<file path="config.mk">
export PLATFORM = sky130hd
export DESIGN_NAME = mmio_timer
export DESIGN_NICKNAME = d
export VERILOG_FILES = /design/src/rtl/bf8b_mmio_pkg.sv /design/src/rtl/mmio_prescaler.sv /design/src/rtl/mmio_timer.sv
export SDC_FILE = /design/constraint.sdc
export NUM_CORES = 1
export LEC_CHECK = 0
export ABC_CLOCK_PERIOD_IN_PS = 2200
export CORE_AREA = 2 2 129 131
export CTS_CLUSTER_DIAMETER = 30
export DETAILED_ROUTE_END_ITERATION = 10
export DIE_AREA = 0 0 131 133
export PLACE_DENSITY = 0.63
export SYNTH_ARGS = -nofsm -noshare
export SYNTH_HDL_FRONTEND = slang
export SYNTH_SLANG_ARGS = --single-unit
export TNS_END_PERCENT = 20
</file>
<file path="constraint.sdc">
create_clock -name clk -period 2.2 [get_ports clk]
set_input_delay 0.44 -clock clk [delete_from_list [all_inputs] [get_ports clk]]
set_output_delay 0.44 -clock clk [all_outputs]
set_load 0.02 [all_outputs]
</file>
<file path="src/rtl/bf8b_mmio_pkg.sv">
// Shared definitions for bf8b word-bus MMIO peripherals: timer register
// offsets, CTRL/STATUS bit positions and the byte-lane write merge.
package bf8b_mmio_pkg;

    // Default word address of timer register 0 (4-word aligned)
    localparam logic [29:0] TMR_BASE_ADDR_DEFAULT = 30'h0000_1000;

    // Timer register word offsets inside the 4-word window
    typedef enum logic [1:0] {
        TMR_CTRL    = 2'd0,
        TMR_COUNT   = 2'd1,
        TMR_COMPARE = 2'd2,
        TMR_STATUS  = 2'd3
    } tmr_reg_e;

    // CTRL bit positions
    localparam int CTRL_EN_BIT          = 0;
    localparam int CTRL_AUTO_RELOAD_BIT = 1;
    localparam int CTRL_IRQ_EN_BIT      = 2;
    localparam int CTRL_PRESCALE_LSB    = 8;
    localparam int CTRL_PRESCALE_MSB    = 15;

    // Implemented CTRL bits; everything else reads back as zero
    localparam logic [31:0] CTRL_RW_MASK = 32'h0000_FF07;

    // STATUS bit positions
    localparam int STATUS_MATCH_BIT = 0;
    localparam int STATUS_OVF_BIT   = 1;

    // Reset value of COMPARE: no match until software programs it
    localparam logic [31:0] COMPARE_RESET = 32'hFFFF_FFFF;

    // Replace the byte lanes selected by be with new_v, keep the rest of old_v
    function automatic logic [31:0] byte_merge(
        input logic [31:0] old_v,
        input logic [31:0] new_v,
        input logic [3:0]  be
    );
        logic [31:0] merged;
        merged = old_v;
        for (int i = 0; i < 4; i++) begin
            if (be[i]) begin
                merged[8*i +: 8] = new_v[8*i +: 8];
            end else begin
                merged[8*i +: 8] = old_v[8*i +: 8];
            end
        end
        return merged;
    endfunction

endpackage

</file>
<file path="src/rtl/mmio_prescaler.sv">
// Clock prescaler for the MMIO timer: emits a one-cycle tick every
// (prescale+1) enabled cycles. Held at zero while disabled; a restart
// request (CTRL prescale byte written) starts a fresh period.
module mmio_prescaler (
    input  logic       i_clk,
    input  logic       i_rst_n,
    input  logic       i_en,
    input  logic [7:0] i_prescale,
    input  logic       i_restart,
    output logic       o_tick
);

    logic [7:0] r_pcnt;
    logic       w_tick;

    // Tick fires on the cycle the period counter reaches the prescale value
    always_comb begin
        w_tick = i_en & (r_pcnt == i_prescale);
    end

    // Period counter: cleared when disabled, on restart and after each tick
    always_ff @(posedge i_clk or negedge i_rst_n) begin
        if (!i_rst_n) begin
            r_pcnt <= 8'd0;
        end else if (!i_en) begin
            r_pcnt <= 8'd0;
        end else if (i_restart || w_tick) begin
            r_pcnt <= 8'd0;
        end else begin
            r_pcnt <= r_pcnt + 8'd1;
        end
    end

    assign o_tick = w_tick;

endmodule

</file>
<file path="src/rtl/mmio_timer.sv">
// Memory-mapped 32-bit timer on the bf8b CPU word bus. Four registers
// (CTRL, COUNT, COMPARE, STATUS) in a 4-word window at BASE_ADDR.
// Read data is registered (1-cycle latency) and zero when not selected,
// so it can be ORed with the RAM bank read data at the top level.
module mmio_timer
    import bf8b_mmio_pkg::*;
#(
    parameter logic [29:0] BASE_ADDR = TMR_BASE_ADDR_DEFAULT,
    parameter int          M_WIDTH   = 32   // only 32 is supported
) (
    input  logic               clk,
    input  logic               rst,
    input  logic [29:0]        addr,
    input  logic [M_WIDTH-1:0] data_in,
    input  logic [3:0]         wes,
    output logic [M_WIDTH-1:0] data_out,
    output logic               irq
);

    // Architectural registers
    logic [31:0] r_ctrl;
    logic [31:0] r_count;
    logic [31:0] r_compare;
    logic [1:0]  r_status;
    logic [31:0] r_rdata;

    // Bus decode
    logic        w_sel;
    tmr_reg_e    w_idx;
    logic        w_wr_ctrl;
    logic        w_wr_count;
    logic        w_wr_compare;
    logic        w_wr_status;
    logic        w_restart;

    // CTRL fields
    logic        w_en;
    logic        w_auto_reload;
    logic        w_irq_en;
    logic [7:0]  w_prescale;

    // Counter datapath
    logic        w_tick;
    logic        w_hit_match;
    logic        w_hit_ovf;
    logic [31:0] w_count_tick;
    logic [31:0] w_count_base;
    logic [31:0] w_count_nxt;
    logic [31:0] w_ctrl_nxt;
    logic [31:0] w_compare_nxt;
    logic [1:0]  w_status_clr;
    logic [1:0]  w_status_set;
    logic [1:0]  w_status_nxt;
    logic [31:0] w_rd_mux;

    // Address decode and per-register write strobes
    always_comb begin
        w_sel        = (addr[29:2] == BASE_ADDR[29:2]);
        w_idx        = tmr_reg_e'(addr[1:0]);
        w_wr_ctrl    = w_sel & (|wes) & (w_idx == TMR_CTRL);
        w_wr_count   = w_sel & (|wes) & (w_idx == TMR_COUNT);
        w_wr_compare = w_sel & (|wes) & (w_idx == TMR_COMPARE);
        w_wr_status  = w_sel & (|wes) & (w_idx == TMR_STATUS);
        // Any write touching the prescale byte starts a fresh prescale period
        w_restart    = w_sel & (w_idx == TMR_CTRL) & wes[1];
    end

    // CTRL field extraction
    always_comb begin
        w_en          = r_ctrl[CTRL_EN_BIT];
        w_auto_reload = r_ctrl[CTRL_AUTO_RELOAD_BIT];
        w_irq_en      = r_ctrl[CTRL_IRQ_EN_BIT];
        w_prescale    = r_ctrl[CTRL_PRESCALE_MSB:CTRL_PRESCALE_LSB];
    end

    mmio_prescaler u_prescaler (
        .i_clk      (clk),
        .i_rst_n    (rst),
        .i_en       (w_en),
        .i_prescale (w_prescale),
        .i_restart  (w_restart),
        .o_tick     (w_tick)
    );

    // Counter next-state: tick advance/reload first, then CPU byte lanes on top
    always_comb begin
        w_hit_match  = w_tick & (r_count == r_compare);
        w_hit_ovf    = w_tick & (r_count == 32'hFFFF_FFFF);
        // All-ones wraps to zero through the +1, so reload and overflow agree
        if (w_hit_match && w_auto_reload) begin
            w_count_tick = 32'h0000_0000;
        end else begin
            w_count_tick = r_count + 32'd1;
        end
        if (w_tick) begin
            w_count_base = w_count_tick;
        end else begin
            w_count_base = r_count;
        end
        if (w_wr_count) begin
            w_count_nxt = byte_merge(w_count_base, data_in, wes);
        end else begin
            w_count_nxt = w_count_base;
        end
    end

    // CTRL/COMPARE/STATUS next-state; a flag set this cycle beats its W1C
    always_comb begin
        if (w_wr_ctrl) begin
            w_ctrl_nxt = byte_merge(r_ctrl, data_in, wes) & CTRL_RW_MASK;
        end else begin
            w_ctrl_nxt = r_ctrl;
        end
        if (w_wr_compare) begin
            w_compare_nxt = byte_merge(r_compare, data_in, wes);
        end else begin
            w_compare_nxt = r_compare;
        end
        if (w_wr_status && wes[0]) begin
            w_status_clr = data_in[1:0];
        end else begin
            w_status_clr = 2'b00;
        end
        w_status_set = {w_hit_ovf, w_hit_match};
        w_status_nxt = (r_status & ~w_status_clr) | w_status_set;
    end

    // Read mux over the pre-write register values
    always_comb begin
        case (w_idx)
            TMR_CTRL:    w_rd_mux = r_ctrl;
            TMR_COUNT:   w_rd_mux = r_count;
            TMR_COMPARE: w_rd_mux = r_compare;
            TMR_STATUS:  w_rd_mux = {30'h0000_0000, r_status};
            default:     w_rd_mux = 32'h0000_0000;
        endcase
    end

    // Register file update
    always_ff @(posedge clk or negedge rst) begin
        if (!rst) begin
            r_ctrl    <= 32'h0000_0000;
            r_count   <= 32'h0000_0000;
            r_compare <= COMPARE_RESET;
            r_status  <= 2'b00;
        end else begin
            r_ctrl    <= w_ctrl_nxt;
            r_count   <= w_count_nxt;
            r_compare <= w_compare_nxt;
            r_status  <= w_status_nxt;
        end
    end

    // Registered read data, zero when the window is not addressed
    always_ff @(posedge clk or negedge rst) begin
        if (!rst) begin
            r_rdata <= 32'h0000_0000;
        end else if (w_sel) begin
            r_rdata <= w_rd_mux;
        end else begin
            r_rdata <= 32'h0000_0000;
        end
    end

    assign data_out = r_rdata;
    // Both operands are flops, so the level interrupt cannot glitch
    assign irq      = r_status[STATUS_MATCH_BIT] & w_irq_en;

endmodule

</file>
==> impl_results.md, run 1 <==
- Worst-skew pair later-pin latency: ~420 ps
- Routed wire length: 17800 µm
- Post-layout util: 0.542
- Sequential share of the synthesized area: 0.474
- Worst setup margin: -12.1 ps
- Hold Slack: 506 ps
- Area of the core: around 16000 µm²
- TritonCTS clock tree: done
- First-pass GRT wire length: roughly 28000 µm
- VDD IR max: about 0.0005 V
- Rows: 47
- Crit path from: u_prescaler.r_pcnt[5]
- Failing checks: negative setup slack
- H-tree lvl count: 4
- Final setup fails: 1
- R2R depth: 6
- Placed Area: around 7900 µm²
- Final worst-path cycle share: 1.01
- Die footprint: ~17000 µm²
- Arrival time at the worst endpoint: roughly 2500 ps
- Fmax: 0.452 GHz
- Placed Cells incl. Taps: 920
- Synth unique cells: 48
- Reg-to-reg slack, setup: -10 ps
- Max Slew Vio Count: 0
- CP Capture Type: flop
- RSZ-0062 raised after global routing: yes
- Reg2reg end: r_count[30]
- # nets final: around 800
- Post-synthesis net count: about 650
- Final instance area: 8760 µm²
- Top-area cell type share of the netlist area: 0.340
- Hold crit path type: reg2reg
- Vias: approximately 5100
- Total grt overflow: 0
- Crit start category: flop
- Port Buf Inserts: 100
- Clock transition at the registers of the reported paths: approximately 60 ps
- Largest net degree at the start of global routing: a little over 50
- Relative slew slack: 0.681
- CP max FO: 4
- Power share of the sequential group: 0.400
- Top_reg_cell synth: dfrtp_1
- Iter 0 DRT Violations: 370
- Setup TNS: -12.1 ps
- Antenna Cells: 0
- Final setup skew: 8.94 ps
- Die Span Y: around 130 µm
- Io pins: 101
- Clk buf depth: 2
- Final HPWL DP: around 13000 µm
- Initial core utilization: 0.387
- Synth Instances: 577
- Layout Cells excl Fill: 958
- End of the critical path: r_count[30]
- Initial antenna violation count: 0
- R2r startpoint: u_prescaler.r_pcnt[5]
- Yosys Warn Count: 0
- Placer Congestion: between 0.8 and 0.9
- Internal: approximately 4.3 mW
- DR pass1 iterations: 4
- Synth area leaders: dfrtp_1, dfstp_2, mux2_2, xnor2_1, o31ai_1
- Clock group share of total power: 0.549
- Mapped Avg Cell Area: about 11 µm²
- Clock sink total: about 120
- PD cells: ~600 nW/µm²
- Max-cap violations: 0
- Number of synthesized flops with an enable pin: 0
- Top cell type by total area after synthesis: dfrtp_1
- Die Wd: 131 µm
- Pleak: 3.49 nW
- Avg WL per Cell: approximately 19 µm
- Area grow syn2layout: 40.0%
- Outcome: finished with violations
- Crit Path Category: reg2reg
- Final hold vios: 0
- Combinational fraction of design power: 0.051
- Post-synthesis async set-or-reset flop share: 1.00
- Switch Pwr: between 1 and 1.5 mW
- Total Power: roughly 5.4 mW
- Routed Antenna Nets: 0
- TritonCTS Buffers: 17
- Gr usage total: 0.209
- Sw Share: 0.200
- Vias in the first global route: 5271
- # DRC: 0
- Share of cells above drive strength 1: 0.312
- Synthesized area: roughly 6300 µm²
- DP Worst Slack: -566 ps
- Req. time, crit path: approximately 2500 ps
- Worst Max-Slew Pin Slew: between 400 and 500 ps
- Final min period: 2210 ps
- Yosys reg bits: about 120
- Clk root buf: clkbuf_16
- Via-per-instance ratio: around 5.3
worst min-delay path by stage:
stage | startpoint | endpoint | cells after the start
after CTS | r_status[1] | r_status[1] | 2
final | r_status[1] | r_status[1] | 2
after detailed placement | rst | data_out[27] | 1
after global routing | r_status[1] | r_status[1] | 2
after floorplan | rst | data_out[0] | 0
after global placement | rst | data_out[27] | 1
power groups by stage:
| stage | Sequential [mW] | Clock (mW) | Combinational [mW] |
|---|---|---|---|
| after floorplan | 2.19 | 0 | 0.0471 |
| after CTS | 2.16 | 3.02 | 0.277 |
| after detailed placement | 2.20 | 0 | 0.272 |
| final | 2.16 | 2.96 | 0.275 |
| after global placement | 2.20 | 0 | 0.267 |
| after global routing | 2.16 | 3.12 | 0.297 |
flip-flops by register name, summed over array words and instances, names as in the netlist:
register and flops:
r_ctrl 11, r_count 32, u_prescaler.r_pcnt 8, r_compare 32, data_out 32, r_status 2
cell usage in the layout (no fill, tap or decap), types with 9 or more instances in the layout:
cell type        Yosys  routed
and3_1              12      12
nand2_1             47      47
xnor2_1             54      53
nor2_1              49      49
xor2_1              19      18
dfstp_2             32      32
o31ai_1             27      27
clkdlybuf4s50_1      0      98
nand3_1             14      14
nand4_1             22      22
a21oi_1             10      10
buf_4                1      68
clkbuf_16            0      17
dfrtp_1             85      80
nor4_2               8      12
mux2i_1              9       9
mux2_2              43      43
nor4_1              15      10
a22oi_1             22      22
synth_stat cells, drive strengths merged, types with 3 or more instances:
library cell,n
mux2i,9
xor2,19
dfstp,32
or3,5
nand2,47
nor3,6
o21ai,3
buf,24
and3,12
o31ai,31
nor4b,3
xnor2,57
nor4,25
a21oi,10
inv,7
dfrtp,85
nand3,15
nand4,25
mux2,43
a22oi,22
nor2,49
clkbuf,25
and2,4
and4,7
metal layers:
layer | part of all wire | GRT usage | routed length, µm
met5 | 0 | 0 | 0
met3 | 0.065 | 0.0501 | 1160
met4 | 0.026 | 0.0745 | 456
met1 | 0.42 | 0.269 | 7440
met2 | 0.49 | 0.343 | 8710
what timing repair did:
item | in CTS | in global routing
setup buffers | 0 | 4
hold buffers | 1 | 0
pin swaps | 1 | 13
endpoints found under the setup margin | 32 | 38
resized for setup | 6 | 21
hold endpoints to repair | 24 | 0
gates cloned | 0 | 1
worst max-delay path: stages, from the launching register on:
cell     delay (ps)
dfrtp_1         400
xor2_2          200
or4_4           590
nor4_4          420
nand3_2         110
xor2_1          160
o31ai_2         230
kinds of logic after synthesis:
group,after synthesis,synth area share
flops,117,0.474
fa+ha+maj,2,0.00400
simple gates,205,0.193
compound gates,67,0.0788
mux,54,0.0989
buf+inv,56,0.0408
xor+xnor,76,0.110
layout make-up:
class	instances	area (µm²)
inverters	7	26.3
flip-flops and latches	117	2970
clock buffers	24	492
fillers	1376	7410
multi-input cells	404	3150
clock inverters	8	145
repair buffers	178	1700
well taps	220	275
Power figures use the tool's default switching activity.
==> run 2: changes to the inputs <==
- CORE_AREA: 2 2 129 131 -> 5 5 132 134
- DIE_AREA: 0 0 131 133 -> 0 0 137 139
- TNS_END_PERCENT: 20 -> default
==> impl_results.md, run 2 (synthesis results as in run 1) <==
- Outcome: finished with violations (unchanged)
- Failing checks: negative setup slack (unchanged)
- Req. time, crit path: 2530 ps (was 2520 ps)
- CP Capture Type: flop (unchanged)
- Routed wire length: 18200 µm (was 17800 µm)
- H-tree lvl count: 4 (unchanged)
- Internal: 4.08 mW (was 4.32 mW)
- PD cells: 605 nW/µm² (was 616 nW/µm²)
- CP top delay family: simple AND/OR/NAND/NOR gates (unchanged)
- Total grt overflow: 0 (unchanged)
- Setup TNS: -133 ps (was -12.1 ps)
- Final setup fails: 4 (was 1)
- R2r startpoint: r_ctrl[13] (was u_prescaler.r_pcnt[5])
- TritonCTS Buffers: 17 (unchanged)
- VDD IR max: 0.000515 V (was 0.000507 V)
- Combinational fraction of design power: 0.050 (was 0.051)
- Commonest non-fill, non-tap cell in the layout: clkdlybuf4s50_1 (unchanged)
- Most frequent cells in the layout: clkdlybuf4s50_1, dfrtp_1, buf_4 (unchanged)
- Crit start category: flop (unchanged)
- Area grow syn2layout: 38.6% (was 40.0%)
- Routed Antenna Nets: 0 (unchanged)
- Worst-skew pair later-pin latency: 420 ps (about the same)
- Max-cap violations: 0 (unchanged)
- Final HPWL DP: 13300 µm (was 13200 µm)
- Power share of the sequential group: 0.411 (was 0.400)
- Worst Max-Slew Pin Slew: 871 ps (was 478 ps)
- Clk root buf: clkbuf_16 (unchanged)
- Final setup skew: 4.49 ps (was 8.94 ps)
- Total Power: 5.25 mW (was 5.40 mW)
- Placer Congestion: 0.934 (was 0.890)
- Sequence of cells on the critical path: xor2_2 > or4_4 > nor4_4 > buf_4 > nand3_2 > xor2_1 > o31ai_2 (was xor2_2 > or4_4 > nor4_4 > nand3_2 > xor2_1 > o31ai_2)
- Iter 0 DRT Violations: 396 (was 370)
- Clock transition at the registers of the reported paths: 60 ps (about the same)
- Share of cells above drive strength 1: 0.313 (was 0.312)
- Rows: 47 (unchanged)
- Area of the core: 16200 µm² (unchanged)
- Initial core utilization: 0.387 (unchanged)
- Vias in the first global route: 5257 (was 5271)
- Max Slew Vio Count: 0 (unchanged)
- Sw Share: 0.224 (was 0.200)
- DR pass1 iterations: 5 (was 4)
- Reg-to-reg slack, setup: -50 ps (was -10 ps)
- Pleak: 3.39 nW (was 3.49 nW)
- Gr usage total: 0.191 (was 0.209)
- Die Wd: 137 µm (was 131 µm)
- Clk buf depth: 2 (unchanged)
- Final hold vios: 0 (unchanged)
- Crit Path Category: reg2reg (unchanged)
- Hold crit path type: in2async (was reg2reg)
- Final worst-path cycle share: 1.02 (was 1.01)
- Worst setup margin: -53.5 ps (was -12.1 ps)
- Antenna Cells: 0 (unchanged)
- Slowest cell on crit path: or4_4 (unchanged)
- Port Buf Inserts: 100 (unchanged)
- Switch Pwr: 1.18 mW (was 1.08 mW)
- Clock group share of total power: 0.539 (was 0.549)
- CP bufs+invs: 1 (was 0)
- Via-per-instance ratio: 5.34 (was 5.30)
- # DRC: 0 (unchanged)
- Io pins: 101 (unchanged)
- Fmax: 0.444 GHz (was 0.452 GHz)
- Die footprint: 19000 µm² (was 17400 µm²)
- Die Span Y: 139 µm (was 133 µm)
- Clock sink total: 117 (unchanged)
- Final min period: 2250 ps (was 2210 ps)
- TritonCTS clock tree: done (unchanged)
- DP Worst Slack: -476 ps (was -566 ps)
- # nets final: 783 (was 795)
- Vias: 5050 (was 5073)
- R2R depth: 7 (was 6)
- CP peak stage delay: 580 ps (was 590 ps)
- CP max FO: 3 (was 4)
- Arrival time at the worst endpoint: 2580 ps (was 2540 ps)
- RSZ-0062 raised after global routing: yes (unchanged)
- Avg WL per Cell: 19.3 µm (was 18.5 µm)
- Reg2reg end: r_count[28] (was r_count[30])
- First-pass GRT wire length: 28200 µm (was 27800 µm)
- Initial antenna violation count: 0 (unchanged)
- Relative slew slack: 0.418 (was 0.681)
- Largest net degree at the start of global routing: 53 (was 51)
[run 2: cell type report]
type                       instances  area, µm²
tap                              220        275
multi-input combinational        404       3210
sequential                       117       2970
inverter                           7       26.3
timing repair buffer             166       1590
fill                            1397       7490
clock inverter                    15        180
clock buffer                      17        425
[run 2: worst max path at each step]
stage	cells after the start	endpoint	slack (ps)	from
finish	7	r_count[28]	-50	r_ctrl[13]
global route	7	r_count[28]	-120	r_ctrl[13]
CTS	6	r_count[17]	6	r_ctrl[10]
detailed placement	8	u_prescaler.r_pcnt[6]	-480	addr[11]
global placement	8	u_prescaler.r_pcnt[7]	-400	addr[15]
floorplan	6	r_ctrl[10]	20	addr[15]
[run 2: routing by layer]
| metal | global-route usage | share of wire | up-vias |
|---|---|---|---|
| met1 | 0.248 | 0.42 | 2537 |
| met4 | 0.0562 | 0.011 | 0 |
| met2 | 0.310 | 0.50 | 169 |
| li1 | - | - | 2325 |
| met3 | 0.0548 | 0.075 | 19 |
| met5 | 0 | 0 | - |
[run 2: stage by stage]
stage	instance area [µm²]	util	hold WS, ps	std cells
floorplan	6260	-	144	577
global placement	7870	0.486	291	911
detailed placement	7870	0.486	294	911
CTS	8530	0.527	387	944
global route	8680	0.537	399	946
finish	8680	0.537	402	946
[run 2: power groups by stage]
| stage | clock network, mW | registers, mW | logic (mW) |
|---|---|---|---|
| finish | 2.83 | 2.16 | 0.264 |
| detailed placement | 0 | 2.20 | 0.259 |
| global placement | 0 | 2.20 | 0.256 |
| CTS | 2.88 | 2.16 | 0.262 |
| global route | 2.97 | 2.16 | 0.282 |
| floorplan | 0 | 2.19 | 0.0471 |
[run 2: timing repair]
action	CTS	global route
endpoints found under the setup margin	22	28
buffers inserted	0	2
hold buffers	1	0
endpoints found under the hold margin	6	0
resized for setup	6	26
pin swaps	0	10
cloned	0	0
==> run 3: changes to the inputs <==
- ABC_CLOCK_PERIOD_IN_PS: 2200 -> 2600
- CORE_AREA: 5 5 132 134 -> 5 5 130 132
- DIE_AREA: 0 0 137 139 -> 0 0 135 137
- PLACE_DENSITY: 0.63 -> 0.61
- SYNTH_HIERARCHICAL: default -> 1
- clock period: 2.2 -> 2.6 ns (I/O delays scaled with it)
==> impl_results.md, run 3 <==
- Outcome: complete, no violations (was finished with violations)
- PD cells: 552 nW/µm² (was 605 nW/µm²)
- Worst-skew pair later-pin latency: 420 ps (about the same)
- Fmax: 0.419 GHz (was 0.444 GHz)
- Total grt overflow: 0 (unchanged)
- Io pins: 101 (unchanged)
- TritonCTS Buffers: 17 (unchanged)
- Vias in the first global route: 5112 (was 5257)
- Top cell type by total area after synthesis: dfrtp_1 (unchanged)
- Iter 0 DRT Violations: 245 (was 396)
- Switch Pwr: 0.917 mW (was 1.18 mW)
- Sequential share of the synthesized area: 0.487 (was 0.474)
- Yosys reg bits: 117 (unchanged)
- CP Capture Type: flop (unchanged)
- Mapped Avg Cell Area: 11.0 µm² (was 10.8 µm²)
- Rows: 46 (was 47)
- Initial antenna violation count: 0 (unchanged)
- TritonCTS clock tree: done (unchanged)
- Req. time, crit path: 2920 ps (was 2530 ps)
- Final hold vios: 0 (unchanged)
- Synth area leaders: dfrtp_1, dfstp_2, xor2_1, mux2_2, o31ai_1 (was dfrtp_1, dfstp_2, mux2_2, xnor2_1, o31ai_1)
- Die Span Y: 137 µm (was 139 µm)
- Placed Area: 7550 µm² (was 7870 µm²)
- Final instance area: 8230 µm² (was 8680 µm²)
- Die footprint: 18500 µm² (was 19000 µm²)
- Crit Path Category: reg2reg (unchanged)
- Synth unique cells: 46 (was 48)
- Hold Slack: 101 ps (was 402 ps)
- Initial core utilization: 0.391 (was 0.387)
- Crit start category: flop (unchanged)
- Power share of the sequential group: 0.402 (was 0.411)
- # DRC: 0 (unchanged)
- Port Buf Inserts: 100 (unchanged)
- Via-per-instance ratio: 5.25 (was 5.34)
- Post-synthesis net count: 626 (was 647)
- Clock transition at the registers of the reported paths: 50 ps (was 60 ps)
- Sw Share: 0.202 (was 0.224)
- Max-cap violations: 0 (unchanged)
- H-tree lvl count: 4 (unchanged)
- Share of cells above drive strength 1: 0.256 (was 0.313)
- Hold crit path type: in2async (unchanged)
- Clock sink total: 117 (unchanged)
- Synthesized area: 6100 µm² (was 6260 µm²)
- Slowest cell on crit path: dfrtp_2 (was or4_4)
- Gr usage total: 0.191 (about the same)
- Die Wd: 135 µm (was 137 µm)
- Worst Max-Slew Pin Slew: 602 ps (was 871 ps)
- Most frequent cell after synthesis: dfrtp_1 (unchanged)
- CP max FO: 5 (was 3)
- Most frequent cells in the layout: clkdlybuf4s50_1, dfrtp_1, xor2_1 (was clkdlybuf4s50_1, dfrtp_1, buf_4)
- Combinational fraction of design power: 0.053 (was 0.050)
- DR pass1 iterations: 5 (unchanged)
- Sequence of cells on the critical path: xnor2_1 > nand2_1 > nor4_2 > and2_4 > nand3_2 > nor3_4 > buf_2 > nand2_1 > xor2_1 > o31ai_1 (was xor2_2 > or4_4 > nor4_4 > buf_4 > nand3_2 > xor2_1 > o31ai_2)
- Routed Antenna Nets: 0 (unchanged)
- Post-synth top cells: dfrtp_1, xor2_1, nor2_1, nand2_1, mux2_2 (was dfrtp_1, xnor2_1, nor2_1, nand2_1, mux2_2)
- Area of the core: 15600 µm² (was 16200 µm²)
- Relative slew slack: 0.599 (was 0.418)
- Clk buf depth: 2 (unchanged)
- Final HPWL DP: 12800 µm (was 13300 µm)
- Final setup fails: 0 (was 4)
- Final worst-path cycle share: 0.918 (was 1.02)
- Largest net degree at the start of global routing: 47 (was 53)
- Clk root buf: clkbuf_16 (unchanged)
- Arrival time at the worst endpoint: 2700 ps (was 2580 ps)
- Final min period: 2390 ps (was 2250 ps)
- Synth Instances: 556 (was 577)
- Vias: 4773 (was 5050)
- CP peak stage delay: 440 ps (was 580 ps)
- Placer Congestion: 0.916 (was 0.934)
- Hold-fix buffers at CTS: 0 (was 1)
- Pleak: 3.24 nW (was 3.39 nW)
- Top_reg_cell synth: dfrtp_1 (unchanged)
- Number of synthesized flops with an enable pin: 0 (unchanged)
- Avg WL per Cell: 18.8 µm (was 19.3 µm)
- Routed wire length: 17100 µm (was 18200 µm)
- VDD IR max: 0.000444 V (was 0.000515 V)
- CP most frequent cell: nand2_1
- Max Slew Vio Count: 0 (unchanged)
- First-pass GRT wire length: 27300 µm (was 28200 µm)
- Antenna Cells: 0 (unchanged)
- Final setup skew: 11.6 ps (was 4.49 ps)
- Yosys Warn Count: 6 (was 0)
- Commonest non-fill, non-tap cell in the layout: clkdlybuf4s50_1 (unchanged)
- Total Power: 4.54 mW (was 5.25 mW)
- Post-layout util: 0.528 (was 0.537)
- Clock group share of total power: 0.545 (was 0.539)
- # nets final: 751 (was 783)
- Internal: 3.63 mW (was 4.08 mW)
- Post-synthesis async set-or-reset flop share: 1.00 (unchanged)
- Top-area cell type share of the netlist area: 0.349 (was 0.340)
- Fillers: 1346 (was 1397)
- Area grow syn2layout: 34.9% (was 38.6%)
==> run 3: area by class of cell <==
| type | count | area [µm²] | area share |
|---|---|---|---|
| inverter | 7 | 26.3 | 0.00319 |
| clock inverter | 9 | 150 | 0.0182 |
| multi-input combinational | 396 | 2930 | 0.356 |
| clock buffer | 23 | 478 | 0.0581 |
| sequential | 117 | 2970 | 0.361 |
| tap | 216 | 270 | 0.0328 |
| timing repair buffer | 142 | 1400 | 0.170 |
==> run 3: logic make-up after synthesis <==
family	share of synthesized area
compound gates	0.0864
xor+xnor	0.111
fa+ha+maj	0.00410
buf+inv	0.0382
flops	0.487
mux	0.101
simple gates	0.173
==> run 3: path summary, 6_finish.rpt <==
kind	startpoint	endpoint	slack [ps]	cells past startpoint
setup / recovery	u_prescaler/r_pcnt[3]	r_count[24]	210	10
hold / removal	rst	data_out[22]	100	1
setup reg to reg	u_prescaler/r_pcnt[3]	r_count[24]	210	10
hold reg to reg	r_status[0]	r_status[0]	530	1
max in group asynchronous	rst	r_compare[11]	1710	2
min in group clk	r_status[0]	r_status[0]	530	1
==> run 3: stage by stage <==
stage | setup WS (ps) | std cells | TNS, ps
3_5_place_dp | -26.4 | 875 | -180
2_1_floorplan | 291 | 556 | 0
6_report | 212 | 910 | 0
5_1_grt | -13.6 | 910 | -13.6
4_1_cts | 4.56 | 907 | 0
3_3_place_gp | 28.1 | 875 | 0
==> run 3: critical path, delay by kind of cell (launching register included) <==
family                    cells  cell delay (ps)
AOI/OAI and AO/OA             1              210
xor gates and xnor gates      2              330
buffers and inverters         1              250
DFF                           1              440
and+or+nand+nor               6             1060
==> run 3: power by group through the flow <==
stage	Clock [mW]	Combinational, mW	Sequential (mW)
6_report	2.48	0.243	1.83
5_1_grt	2.61	0.264	1.82
4_1_cts	2.53	0.246	1.83
3_5_place_dp	0	0.245	1.85
3_3_place_gp	0	0.244	1.85
2_1_floorplan	0	0.0563	1.86
==> run 3: layer usage <==
| layer | GRT usage | part of all wire | vias to the layer above |
|---|---|---|---|
| met3 | 0.0485 | 0.056 | 17 |
| met2 | 0.315 | 0.49 | 138 |
| met4 | 0.0644 | 0.013 | 0 |
| li1 | - | - | 2223 |
| met5 | 0 | 0 | - |
| met1 | 0.248 | 0.44 | 2395 |
==> run 3: repair_timing <==
| action | 4_1_cts | 5_1_grt |
|---|---|---|
| setup buffers | 0 | 2 |
| setup endpoints to repair | 0 | 23 |
| gates resized for setup | 0 | 7 |
